## src/rtl/seq_divider.sv

```systemverilog
// Sequential restoring divider: one quotient bit per BUSY cycle, valid/ready on both sides.
// Define SEQ_DIVIDER_EARLY_EXIT_EN to finish immediately when divisor > dividend.
module seq_divider #(
  parameter int N = 32
) (
  input  logic         clk,
  input  logic         rst_n,
  input  logic         i_valid,
  output logic         i_ready,
  input  logic [N-1:0] dividend,
  input  logic [N-1:0] divisor,
  output logic         o_valid,
  input  logic         o_ready,
  output logic [N-1:0] quotient,
  output logic [N-1:0] remainder,
  output logic         div_by_zero
);

  localparam int CW = (N > 1) ? $clog2(N) : 1;

  typedef enum logic [1:0] {IDLE, BUSY, DONE} state_t;

  state_t        state;
  logic [N-1:0]  quo, rem, dvs;
  logic [CW-1:0] cnt;
  logic          dbz;

  // Shifted partial remainder is N+1 bits wide; the subtract runs one bit wider
  // still so its top bit is the carry-out (1 = no borrow).
  logic [N+1:0] sub;
  logic         no_borrow;
  logic         sub_unused;

  assign sub        = {1'b0, rem, quo[N-1]} + {1'b0, ~{1'b0, dvs}} + (N+2)'(1);
  assign no_borrow  = sub[N+1];
  assign sub_unused = sub[N];

  assign i_ready     = (state == IDLE);
  assign o_valid     = (state == DONE);
  assign quotient    = quo;
  assign remainder   = rem;
  assign div_by_zero = dbz;

  always_ff @(posedge clk) begin
    if (!rst_n) begin
      state <= IDLE;
      quo   <= '0;
      rem   <= '0;
      dvs   <= '0;
      cnt   <= '0;
      dbz   <= 1'b0;
    end else begin
      case (state)
        IDLE: if (i_valid) begin
          if (divisor == '0) begin
            quo   <= '1;
            rem   <= dividend;
            dbz   <= 1'b1;
            state <= DONE;
          end
`ifdef SEQ_DIVIDER_EARLY_EXIT_EN
          else if (divisor > dividend) begin
            quo   <= '0;
            rem   <= dividend;
            dbz   <= 1'b0;
            state <= DONE;
          end
`endif
          else begin
            quo   <= dividend;
            rem   <= '0;
            dvs   <= divisor;
            cnt   <= CW'(N-1);
            dbz   <= 1'b0;
            state <= BUSY;
          end
        end
        BUSY: begin
          if (no_borrow) rem <= sub[N-1:0];
          else           rem <= {rem[N-2:0], quo[N-1]};
          quo <= {quo[N-2:0], no_borrow};
          cnt <= cnt - CW'(1);
          if (cnt == '0) state <= DONE;
        end
        DONE: if (o_ready) state <= IDLE;
        default: state <= IDLE;
      endcase
    end
  end

endmodule

```

## config.mk

```make
export PLATFORM = sky130hd
export DESIGN_NAME = seq_divider
export DESIGN_NICKNAME = d
export VERILOG_FILES = /design/src/rtl/seq_divider.sv
export SDC_FILE = /design/constraint.sdc
export NUM_CORES = 1
export LEC_CHECK = 0
export BUFFER_PORTS_ARGS = -buffer_cell sky130_fd_sc_hd__buf_2
export CAP_MARGIN = 30
export CORE_MARGIN = 8
export CORE_UTILIZATION = 55
export DETAILED_ROUTE_END_ITERATION = 10
export GPL_TIMING_DRIVEN = 0
export PLACE_DENSITY = 0.8
export SETUP_SLACK_MARGIN = 0.4
export SLEW_MARGIN = 0
export SYNTH_ARGS = -nofsm -noshare
export SYNTH_HDL_FRONTEND = slang
export SYNTH_SLANG_ARGS = --single-unit
```

## constraint.sdc

```tcl
create_clock -name clk -period 3.33 [get_ports clk]
set_input_delay 0.4995 -clock clk [delete_from_list [all_inputs] [get_ports clk]]
set_output_delay 0.4995 -clock clk [all_outputs]
set_load 0.01 [all_outputs]
```

Word level (Yosys, flattened, before mapping)
Cells that the tools add are included.
Widths: inputs -> output; s select.
Storage, ports and cells
  word-level logic and storage cells: 42
  flip-flop bits (word level): 104
Operators by class
  bitwise gates (word level): 2
  $add $sub $neg: 3
  equality and inequality tests: 6
  reductions and logical operators: 9
  mux-type cells: 16
Operator list (count)
  $mux 32: 5
  $pmux 32 s2: 2
  $add 33x33->34: 1
  $add 34x1->34 const B: 1
  $not 32->33: 1
  $logic_not 32->1: 1
  $mux 5: 2
  $pmux 5 s2: 1
  $reduce_and 3->1: 3
  $mux 2: 4
  $ne 2x2->1 const B: 3
  $pmux 2 s3: 1
  $logic_not 5->1: 1
  $sub 5x1->5 const B: 1
  $reduce_and 2->1: 2
  $eq 2x1->1 const B: 1
  $eq 2x2->1 const B: 1
  $logic_not 2->1: 1
  $ne 2x1->1 const B: 1
  $reduce_bool 2->1: 1
  $mux 1: 1
  $not 1->1: 1

Depth between registers and ports, before layout
  depth after elaboration: 5
  mapped depth: 13
  mapped depth without buffers: 13

Least setup slack after synthesis
No wires, ideal clock.
  path type: reg-to-reg
  start: register rem[7] (netlist: remainder[7])
  end: register rem[11] (netlist: remainder[11])
  setup slack: 0.318 ns
  arrival time: 2.878 ns
  required time: 3.196 ns
  cell stages (with the launch flop): 12
  setup time: 0.134 ns
  period minus slack after synthesis: 3.012 ns
  buffers on the path: 1
  cell sequence: dfxtp_1 > ha_1 > nand3_1 > nor3b_2 > o311ai_1 > a2111o_1 > a2111oi_4 > o311ai_4 > nand2_4 > buf_6 > mux2i_1 > o22ai_1
On the way
  cells in the longest elaborated chain, start to end: 4
Ends and longest elaborated chain
  start, declared: RTL line 24  | logic [N-1:0] quo, rem, dvs;
  start signal, assigned: RTL line 57  | rem <= dividend;
  start signal, assigned: RTL line 79  | if (no_borrow) rem <= sub[N-1:0];
  start signal, assigned: RTL line 80  | else rem <= {rem[N-2:0], quo[N-1]};
  $add 33x33->34: RTL line 34  | assign sub = {1'b0, rem, quo[N-1]} + {1'b0, ~{1'b0, dvs}} + (N+2)'(1);
  $add 34x1->34: RTL line 34
  $mux 32: RTL line 79
  $pmux 32 s2: RTL line 53  | case (state)
Every way passes these cells.
A chain may end at the register's enable or synchronous reset.

Worst setup path in the final report
  start: register rem[1] (netlist: remainder[1])
  end: register rem[1] (netlist: remainder[1])
Same word-level chain as after synthesis.

==> metrics <==
CP Class=reg2reg; Reg power frac=23.7%; reg2reg start=remainder[1]; Max Fclk=307 MHz; worst hold path depth=3; setup violators final=0; H-tree levels=3; Mapped Nets=936; largest fanout on the critical path=5; status=completed; clk buf depth=2; Worst Hold Launch=divisor[2]; count of input and output buffers=134; Clock Sinks=104; DR WL/cell=20.8 um; Synth Area in Compound Gates=28.8%; Synth Area in Adders=7.07%; mux share of post-synthesis cell area=2.54%; area grow syn2layout=31.3%; vias in the first global route=6761; PnR worst setup slack=0.0691 ns; Pre-antenna DRT Iters=6; relative slew slack=40.6%; pin count of the biggest net entering global routing=18; global-route wire length before repair=34.6 mm; Clk pwr share=16.6%; Initial Util=55.6%; Cell Chain, Critical Path=ha_4 -> nand3b_1 -> a211oi_4 -> o311ai_2 -> a2111o_1 -> a2111oi_4 -> buf_4 -> o311ai_4 -> nand2_4 -> buf_6 -> buf_8 -> a31oi_4 -> a21oi_2; PwrDens=819 nW/um^2; Rows=39; Die Area=15100 sq um; most common cell after layout, fill and taps aside=nand2_1; asr flop ratio synth=0%; Main synth FF type=dfxtp_1; worst r2r path cells=13; Final Hold Vio Count=0; simple-gate area share of the yosys netlist=18.3%; CTS tree=done; Remaining Overflow, GRT=0; register area share after synthesis=33.1%; Die Wd=123 um; Comb pwr share=59.7%; post-layout minimum cycle time=3.26 ns; XOR/XNOR share of the synthesized area=4.17%; Psw=0.00293 W; Unique masters post-synth=62; switching share of total power=43.3%; main combinational cell family by area after synthesis=compound AO/OA/AOI/OAI gates; n_diodes=0; Max stage delay on crit path=0.46 ns; GP Congestion=0.930; slowest CP cell=a2111o_1; GRT Overall Usage=28.9%; Avg Synthesized Cell Area=7.56 sq um; Core ar.=11300 sq um; fin crit share=97.9%; Num CTS Buffers=9; Worst Tran Pin Value=0.885 ns; Net count, final=1114; Hold Path End=dvs[2]; Worst R2R Setup Slack=0.07 ns; crit path DAT=3.52 ns; Vias per Instance=6.38; post-DP HPWL=16.1 mm; most frequent cells in the layout=nand2_1 (155), buf_2 (134), dfxtp_1 (92), a21oi_1 (87), o21ai_0 (52); LEAKAGE=3.50 nW; Post-Syn Area=6300 sq um; fill count=842; Clock Pin Slew Worst Setup and Hold Paths=0.08 ns; initial antenna violation count=1; worst ir drop on vdd=473 uV; Yosys reg bits=104; Root Buffer=clkbuf_16; setup tns final=0 ns; Die Y=123 um; Crit. End Element=register; clk_skew=0.00925 ns; reg2reg end=remainder[1]; Yosys warning total=0; Max Cap Viol=0; fin. max-slew vios=0; EDFF count, synth=0; Ports=135; design internal power=0.00384 W; worst skew pair latency=0.36 ns; Setup crit start kind=register; share of layout cells above drive strength 1=26.6%; DRT antenna net count=0; Worst Hold Class=in2reg; pre-CTS setup slack=-0.139 ns; total power=0.00678 W; DRT iter0 DRCs=866; required time of the worst setup path=3.59 ns; RSZ-0062 raised after global routing=yes; via count=7390; Post-Route WL=24.0 mm; Residual DRC=0; Gate Count Post-Synth=833
## worst max path at each step
stage	startpoint	endpoint	slack, ns
final	remainder[1]	remainder[1]	0.07
after global routing	dvs[1]	remainder[1]	-0.05
after CTS	dvs[2]	remainder[10]	0.20
after detailed placement	dvs[2]	quotient[0]	-0.14
after global placement	dvs[2]	quotient[0]	-0.06
after floorplan	remainder[3]	quotient[0]	0.42
## sequential cells by signal (all words and copies together) (netlist names)
name / count
cnt: 5
div_by_zero: 1
dvs: 32
quotient: 32
remainder: 32
state: 2
## critical path: cells and delay by family (launching register included)
family | cells | cell delay [ns]
fa+ha+maj | 1 | 0.29
flops | 1 | 0.38
compound gates | 7 | 1.74
buf+inv | 3 | 0.42
simple gates | 2 | 0.32
## synthesized netlist by cell type (4+ instances only)
| master | number | area share [%] |
|---|---|---|
| a211oi_1 | 7 | 0.83 |
| dfxtp_1 | 104 | 33 |
| nand3_1 | 11 | 0.87 |
| and2_1 | 5 | 0.50 |
| o21ai_0 | 52 | 4.1 |
| clkbuf_1 | 48 | 2.9 |
| o22ai_1 | 17 | 1.7 |
| nand4_1 | 5 | 0.50 |
| nor3_1 | 8 | 0.64 |
| inv_1 | 47 | 2.8 |
| and3_1 | 7 | 0.70 |
| mux2i_1 | 16 | 2.5 |
| o21bai_1 | 5 | 0.60 |
| a21o_1 | 17 | 2.0 |
| o31ai_1 | 6 | 0.72 |
| nor4_1 | 17 | 1.7 |
| o21ai_1 | 13 | 1.0 |
| xor2_1 | 11 | 1.5 |
| nor2b_1 | 6 | 0.60 |
| a21oi_1 | 95 | 7.5 |
| a31oi_1 | 45 | 4.5 |
| a22oi_1 | 4 | 0.48 |
| ha_1 | 34 | 6.8 |
| a221oi_1 | 5 | 0.70 |
| nor2_1 | 24 | 1.4 |
| nand2_1 | 156 | 9.3 |
| xnor2_1 | 19 | 2.6 |
## per-layer routing
layer  track usage, %  share of wire (%)  vias up
li1                 -                  -     3344
met1             36.8                 39     3407
met2             46.2                 45      514
met3             4.66                 11      123
met4             15.7                5.2        2
met5                0              0.054        -
## cell type report
cell class | instances | area [sq um] | area share [%]
sequential | 104 | 2100 | 25.3
buffer | 51 | 219 | 2.65
clock inverter | 5 | 66.3 | 0.802
inverter | 47 | 179 | 2.16
clock buffer | 10 | 239 | 2.89
tap | 143 | 179 | 2.16
timing repair buffer | 166 | 987 | 11.9
multi-input combinational | 632 | 4310 | 52.1
## logic make-up (layout without fill, tap and decap cells)
kind of cell / after synthesis / after routing
xor gates and xnor gates: 30 / 30
and+or+nand+nor: 256 / 257
buffers and inverters: 98 / 279
AOI/OAI and AO/OA: 294 / 294
DFF: 104 / 104
adders and majority gates: 35 / 35
muxes: 16 / 16
## stage by stage
step	hold WS (ns)	utilization (%)	instances	cell area, sq um
2_1_floorplan	0.436	-	833	6330
3_3_place_gp	0.443	63.4	1110	7180
3_5_place_dp	0.447	63.4	1110	7180
4_1_cts	0.386	69.6	1144	7880
5_1_grt	0.397	73.1	1158	8270
6_report	0.382	73.1	1158	8270
## power groups by stage
stage	logic [W]	registers, W	clock network [W]
6_report	0.00405	0.00160	0.00113
5_1_grt	0.00425	0.00162	0.00116
4_1_cts	0.00337	0.00158	0.00111
3_5_place_dp	0.00275	0.00160	0
3_3_place_gp	0.00271	0.00160	0
2_1_floorplan	0.00200	0.00160	0
## what timing repair did
action / in CTS / in global routing
hold buffers: 0 / 0
buffers inserted: 17 / 14
pin swaps: 34 / 37
gates cloned: 2 / 0
setup endpoints to repair: 33 / 89
gates resized for setup: 44 / 53
Note: power is estimated with default switching activity, not from simulation.
